<file path="src/rtl/icache_sa_pkg.sv">
// Shared constants for the set-associative instruction cache: boolean
// literals, refill FSM state encodings and default geometry.
package icache_sa_pkg;

    localparam logic TRUE  = 1'b1;
    localparam logic FALSE = 1'b0;

    localparam int DEF_WAYS       = 2;
    localparam int DEF_SETS       = 16;
    localparam int DEF_LINE_WORDS = 4;

    typedef enum logic {
        IC_IDLE   = 1'b0,
        IC_REFILL = 1'b1
    } ic_state_t;

endpackage

</file>
<file path="src/rtl/icache_way.sv">
// One way of the instruction cache: per-set valid bit, tag and line data,
// with a combinational read port and tag compare for the requesting set.
module icache_way #(
    parameter int SETS       = 16,
    parameter int LINE_WORDS = 4,
    parameter int IDX_W      = 4,
    parameter int OW         = 2,
    parameter int TAG_W      = 24
)(
    input  logic             clk,
    input  logic             rst,
    input  logic [IDX_W-1:0] rd_idx,
    input  logic [OW-1:0]    rd_off,
    input  logic [TAG_W-1:0] rd_tag,
    output logic             hit,
    output logic             rd_valid,
    output logic [31:0]      rd_word,
    input  logic             inv_all,
    input  logic             wr_en,
    input  logic [IDX_W-1:0] wr_idx,
    input  logic [OW-1:0]    wr_off,
    input  logic [31:0]      wr_data,
    input  logic             line_wr,
    input  logic             line_valid,
    input  logic [TAG_W-1:0] wr_tag
);

    logic [SETS-1:0]  valid;
    logic [TAG_W-1:0] tags [SETS];
    logic [31:0]      data [SETS][LINE_WORDS];

    assign rd_valid = valid[rd_idx];
    assign hit      = valid[rd_idx] && (tags[rd_idx] == rd_tag);
    assign rd_word  = data[rd_idx][rd_off];

    // Invalidate-all wins over a completing line so fence.i can never be lost.
    always_ff @(posedge clk or negedge rst) begin
        if (!rst) begin
            valid <= '0;
        end else if (inv_all) begin
            valid <= '0;
        end else if (line_wr) begin
            valid[wr_idx] <= line_valid;
        end
    end

    always_ff @(posedge clk) begin
        if (wr_en) begin
            data[wr_idx][wr_off] <= wr_data;
        end
        if (line_wr) begin
            tags[wr_idx] <= wr_tag;
        end
    end

endmodule

</file>
<file path="src/rtl/icache_sa.sv">
// Set-associative instruction cache between IFetch and MemCtrl: one-cycle
// hits, word-by-word line refill on a miss, round-robin victim per set.
module icache_sa
    import icache_sa_pkg::*;
#(
    parameter int WAYS       = DEF_WAYS,
    parameter int SETS       = DEF_SETS,
    parameter int LINE_WORDS = DEF_LINE_WORDS
)(
    input  logic        clk,
    input  logic        rst,
    input  logic        rdy,
    input  logic        full,
    input  logic        rollback,
    input  logic        inv_all,
    input  logic [31:0] IF_addr,
    input  logic        IF_addr_sgn,
    output logic [31:0] IF_val,
    output logic        IF_val_sgn,
    output logic [31:0] Mc_addr,
    output logic        Mc_addr_sgn,
    input  logic [31:0] MC_val,
    input  logic        MC_val_sgn
);

    localparam int OFF_W = $clog2(LINE_WORDS);
    localparam int IDX_W = $clog2(SETS);
    localparam int TAG_W = 32 - OFF_W - IDX_W - 2;
    localparam int OW    = (OFF_W > 0) ? OFF_W : 1;
    localparam int WW    = (WAYS > 1) ? $clog2(WAYS) : 1;

    ic_state_t        state, state_next;
    logic [TAG_W-1:0] fill_tag;
    logic [IDX_W-1:0] fill_idx;
    logic [WW-1:0]    victim, victim_sel;
    logic [OW-1:0]    cnt;
    logic             kill;
    logic [WW-1:0]    rr [SETS];

    logic [OW-1:0]    req_off;
    logic [IDX_W-1:0] req_idx;
    logic [TAG_W-1:0] req_tag;
    logic [WAYS-1:0]  way_hit, way_valid;
    logic [31:0]      way_word [WAYS];
    logic             hit, refill_wr, last_word, start_fill, respond, found;
    logic [31:0]      hit_word;

    assign req_off = OW'((IF_addr >> 2) & 32'(LINE_WORDS - 1));
    assign req_idx = IDX_W'(IF_addr >> (OFF_W + 2));
    assign req_tag = TAG_W'(IF_addr >> (OFF_W + IDX_W + 2));

    assign refill_wr  = rdy && (state == IC_REFILL) && MC_val_sgn;
    assign last_word  = (cnt == OW'(LINE_WORDS - 1));
    assign start_fill = (state == IC_IDLE) && IF_addr_sgn && !rollback && !hit;
    assign respond    = (state == IC_IDLE) && IF_addr_sgn && !rollback && hit && !full;

    assign Mc_addr     = (32'({fill_tag, fill_idx}) << (OFF_W + 2))
                       | ((32'(cnt) & 32'(LINE_WORDS - 1)) << 2);
    assign Mc_addr_sgn = (state == IC_REFILL) && !MC_val_sgn;

    for (genvar w = 0; w < WAYS; w++) begin : g_way
        icache_way #(
            .SETS(SETS), .LINE_WORDS(LINE_WORDS), .IDX_W(IDX_W), .OW(OW), .TAG_W(TAG_W)
        ) u_way (
            .clk(clk), .rst(rst),
            .rd_idx(req_idx), .rd_off(req_off), .rd_tag(req_tag),
            .hit(way_hit[w]), .rd_valid(way_valid[w]), .rd_word(way_word[w]),
            .inv_all(rdy && inv_all),
            .wr_en(refill_wr && (victim == WW'(w))),
            .wr_idx(fill_idx), .wr_off(cnt), .wr_data(MC_val),
            .line_wr(refill_wr && last_word && (victim == WW'(w))),
            .line_valid(!kill), .wr_tag(fill_tag)
        );
    end

    // Fill guarantees at most one matching way, so OR-ing the words is a mux.
    always_comb begin
        hit        = FALSE;
        hit_word   = '0;
        victim_sel = rr[req_idx];
        found      = FALSE;
        for (int w = 0; w < WAYS; w++) begin
            if (way_hit[w]) begin
                hit      = TRUE;
                hit_word = hit_word | way_word[w];
            end
            if (!way_valid[w] && !found) begin
                victim_sel = WW'(w);
                found      = TRUE;
            end
        end
    end

    always_comb begin
        state_next = state;
        case (state)
            IC_IDLE:   if (start_fill) state_next = IC_REFILL;
            IC_REFILL: if (MC_val_sgn && last_word) state_next = IC_IDLE;
            default:   state_next = IC_IDLE;
        endcase
    end

    always_ff @(posedge clk or negedge rst) begin
        if (!rst) begin
            state <= IC_IDLE;
        end else if (rdy) begin
            state <= state_next;
        end
    end

    // kill remembers an inv_all seen mid-refill so the arriving line stays invalid.
    always_ff @(posedge clk or negedge rst) begin
        if (!rst) begin
            IF_val     <= '0;
            IF_val_sgn <= FALSE;
            fill_tag   <= '0;
            fill_idx   <= '0;
            victim     <= '0;
            cnt        <= '0;
            kill       <= FALSE;
            for (int s = 0; s < SETS; s++) rr[s] <= '0;
        end else begin
            IF_val_sgn <= FALSE;
            if (rdy) begin
                if (respond) begin
                    IF_val     <= hit_word;
                    IF_val_sgn <= TRUE;
                end
                if (start_fill) begin
                    fill_tag <= req_tag;
                    fill_idx <= req_idx;
                    victim   <= victim_sel;
                    cnt      <= '0;
                    kill     <= FALSE;
                end else if (state == IC_REFILL) begin
                    if (refill_wr) begin
                        cnt <= cnt + OW'(1);
                    end
                    if (refill_wr && last_word) begin
                        rr[fill_idx] <= (WAYS > 1) ? rr[fill_idx] + WW'(1) : '0;
                        kill         <= FALSE;
                    end else if (inv_all) begin
                        kill <= TRUE;
                    end
                end
            end
        end
    end

endmodule

</file>
<file path="config.mk">
export PLATFORM = sky130hd
export DESIGN_NAME = icache_sa
export DESIGN_NICKNAME = d
export VERILOG_FILES = /design/src/rtl/icache_sa_pkg.sv /design/src/rtl/icache_way.sv /design/src/rtl/icache_sa.sv
export SDC_FILE = /design/constraint.sdc
export NUM_CORES = 2
export LEC_CHECK = 0
export ABC_CLOCK_PERIOD_IN_PS = 6150
export CELL_PAD_IN_SITES_DETAIL_PLACEMENT = 0
export CELL_PAD_IN_SITES_GLOBAL_PLACEMENT = 1
export CORE_UTILIZATION = 35
export CTS_BUF_LIST = sky130_fd_sc_hd__clkbuf_16
export CTS_CLUSTER_SIZE = 8
export DETAILED_ROUTE_END_ITERATION = 7
export PLACE_DENSITY_LB_ADDON = 0.05
export SKIP_CTS_REPAIR_TIMING = 1
export SKIP_LAST_GASP = 1
export SLEW_MARGIN = 20
export SYNTH_ARGS = -nofsm -noshare
export SYNTH_HDL_FRONTEND = slang
export SYNTH_MEMORY_MAX_BITS = 65536
export SYNTH_SLANG_ARGS = --single-unit
</file>
<file path="constraint.sdc">
create_clock -name clk -period 6.15 [get_ports clk]
set_input_delay 1.23 -clock clk [delete_from_list [all_inputs] [get_ports clk]]
set_output_delay 1.23 -clock clk [all_outputs]
set_load 0.005 [all_outputs]
</file>
==> run summary <==
via count -> 88,900
unique cell type count in the Yosys netlist -> 62
Avg Cell Area, Syn -> 24.5 um2
worst clock skew -> 67.9 ps
Area contributors post-synth -> edfxtp_1, mux4_2, dfrtp_1
startpoint types -> input pin
kind of critical path -> input pin to register
maximum number of pins on one net before global-route repair -> 131
FF+latch count, synth -> 4,978
HP Class -> input pin to async pin
GRT Overall Usage -> 21.4%
CTS tree -> built
Hold Fails Final Rpt -> 0
CP max FO -> 56
CP endpoint -> IF_val[5]
CTS Buffer Depth -> 4
Root Buffer -> clkbuf_16
gr busiest metal -> met2
port bufs -> 133
fraction of registers with async set/reset -> 2.29%
Lkg Pwr -> 69.5 nW
Post-synth EDFFs -> 4,864
Slew Viols, Final -> 0
Compound-Gate Fraction of Synth Area -> 0.499%
Die X -> 741 um
synthesized-area fraction occupied by adder cells -> 0.0262%
RD Place Congestion -> 0.754
grt met2 use -> 35.4%
biggest area consumer among synthesized cells -> edfxtp_1
Post-Synth Simple-Gate Area -> 1.25%
mux contribution to synthesized area -> 18.8%
CTS buffer count -> 694
R2R setup slack -> 1960 ps
final core utilization -> 41.2%
Seq/Total Area, Yosys -> 78.0%
DPL Wire Length -> 342 mm
antenna-violating nets left -> 0
Std-Cell Rows -> 270
# fillers -> 47,000
R2R depth -> 10
Synth Area in XOR/XNOR -> 0.330%
wire per inst -> 37.1 um
R2R Path End -> IF_val[5]
first drt pass iteration count -> 8
GRT overflow -> 0
initial antenna violation count -> 52
residual DRC count -> 0
relative slew slack -> 25.6%
max cap viols -> 0
Die Y -> 741 um
final setup fails -> 0
worst reg2reg path startpoint -> g_way[1].u_way.tags[6][1]
Final period util -> 81.0%
total negative setup slack -> 0 ps
pwr dens -> 352 nW/um2
critical path's slowest cell -> nor4_4
Placeable Area -> 542,000 um2
Post-synth top flop -> edfxtp_1
Final nets -> 8,680
CP startpoint -> IF_addr[5]
overall power -> 78.6 mW
CP max stage delay -> 870 ps
Crit path arrival time -> 5940 ps
status -> complete, no violations
Final min period -> 4980 ps
Worst Path Required -> 7110 ps
CP Capture Type -> register
Synth top area share -> 76.5%
worst IR drop on VDD -> 0.452 mV
num ports -> 138
Fmax -> 201 MHz
CP Cell Sequence -> buf_16 -> buf_12 -> buf_4 -> mux4_2 -> nand3_1 -> nand3_1 -> xor2_1 -> nor4_1 -> nand3_1 -> nor4_4 -> buf_12 -> nor2b_1 -> a211o_1
cell mode on critical path -> nand3_1
clk slew on worst S/H paths -> 50 ps
M3 GR Usage -> 3.04%
Yosys warnings -> 0
FF/Latch Area -> 149,000 um2
drt via density -> 5.55
cells after synthesis -> 7,813
latest clock arrival within the worst-skew pair -> 1100 ps
wire length of the first global-routing pass -> 807 mm
GR Layer Usage met1 -> 30.7%
DRT iter0 DRCs -> 8,746
layout cell share with drive strength beyond 1 -> 33.7%
CTS sink cnt -> 4,978
Least-Margin Pin Slew -> 1120 ps
final wirelength -> 593 mm
area of the die -> 549,000 um2
unrepaired setup endpoints after global routing -> false
H-tree Lvls -> 6
synthesized area -> 191,000 um2
Initial Util -> 35.2%
vias in the first global route -> 93,800
Synth-to-Final Area Change -> 16.8%
largest family of logic cells by synthesized area -> multiplexers
multi-input logic area -> 41,200 um2
hold slack -> 129 ps
## registers in the layout (all words and copies together) (netlist names)
signal             flops
IF_val                32
IF_val_sgn             1
cnt                    2
fill_idx               4
fill_tag              24
g_way.u_way.data    4096
g_way.u_way.tags     768
g_way.u_way.valid     32
kill                   1
rr                    16
state                  1
victim                 1
## critical path, delay by kind of cell
kind                      cells  cell delay [ps]
and+or+nand+nor               6             2100
buffers and inverters         4             1470
muxes                         1              400
AOI/OAI and AO/OA             1              330
xor gates and xnor gates      1              180
## cell usage in the layout, fill, tap and decap left out, types with 7 or more instances in the layout
master           count
a221oi_1            10
nor3_1              15
nand4_1              7
nand3_2              9
mux2i_1             56
mux2_2              30
inv_6               16
dfrtp_2              9
nand3b_1            30
dfrtp_1            105
nor2b_1             16
mux2_1              25
clkbuf_16          707
nand3_1             80
clkdlybuf4s50_1     94
nor2_4             160
buf_4              373
edfxtp_1          4864
a22oi_1              7
nand2_1             65
clkinv_8             9
o22ai_1             16
or3_1               10
inv_16               7
nand2_2             12
a211oi_1            25
inv_1              131
clkinv_16            7
xnor2_1             43
xor2_1              29
diode_2             20
o21ai_0             23
nor2_1              76
buf_12              60
a21oi_1             29
mux4_2            1541
## power breakdown
part           total (mW)  internal, mW  switching, mW
Combinational        5.51          1.75           3.76
Clock                34.1          20.3           13.9
Sequential           39.0          38.4          0.598
Total                78.6          60.4           18.2
## cells by family after synthesis
group,count (synthesis)
mux,1652
flops,4978
buf+inv,451
fa+ha+maj,4
simple gates,515
xor+xnor,72
other cells,1
compound gates,140
## cells in the mapped netlist (7+ instances only)
cell	count
buf_6	20
buf_2	176
nand3_1	91
dfrtp_1	114
and2_1	7
a221oi_1	10
inv_1	7
xor2_1	29
mux2_1	25
mux4_2	1541
nand3b_1	30
nand4_1	7
nand2_1	77
clkbuf_1	192
mux2i_1	56
nor3_1	15
xnor2_1	43
a21oi_1	29
a211oi_1	25
buf_1	16
a22oi_1	7
o22ai_1	16
or3_1	10
mux2_2	30
nor2b_1	17
o21ai_0	23
nor2_1	236
buf_4	37
edfxtp_1	4864
## metrics by stage
stage | instances | area [um2] | setup WS, ps
floorplan | 7814 | 191000 | 1640
global placement | 15100 | 204000 | -19.0
detailed placement | 15100 | 204000 | 4.24
CTS | 16000 | 223000 | 1210
global route | 16000 | 223000 | 1070
finish | 16000 | 223000 | 1170
## routing by layer
| metal | share of wire [%] | vias to the layer above |
|---|---|---|
| li1 | - | 35200 |
| met1 | 44 | 50600 |
| met2 | 49 | 2467 |
| met3 | 5.0 | 646 |
| met4 | 1.8 | 2 |
| met5 | 0.0019 | - |
## worst min path at each step
stage / cells after the start / end / from
final: 1 / fill_tag[3] / rst
after global routing: 1 / fill_tag[3] / rst
after CTS: 1 / fill_tag[10] / rst
after detailed placement: 0 / g_way[0].u_way.tags[13][10] / fill_tag[10]
after global placement: 0 / g_way[0].u_way.tags[15][10] / fill_tag[10]
after floorplan: 1 / IF_val[18] / IF_val[18]
## final cells by class
type | count | share of cell area (%)
inverter | 10 | 0.0168
multi-input combinational | 2385 | 18.5
clock inverter | 168 | 0.516
sequential | 4978 | 66.7
timing repair buffer | 535 | 2.28
antenna | 20 | 0.0224
tap | 7208 | 4.04
clock buffer | 707 | 7.93
Power figures use the tool's default switching activity.
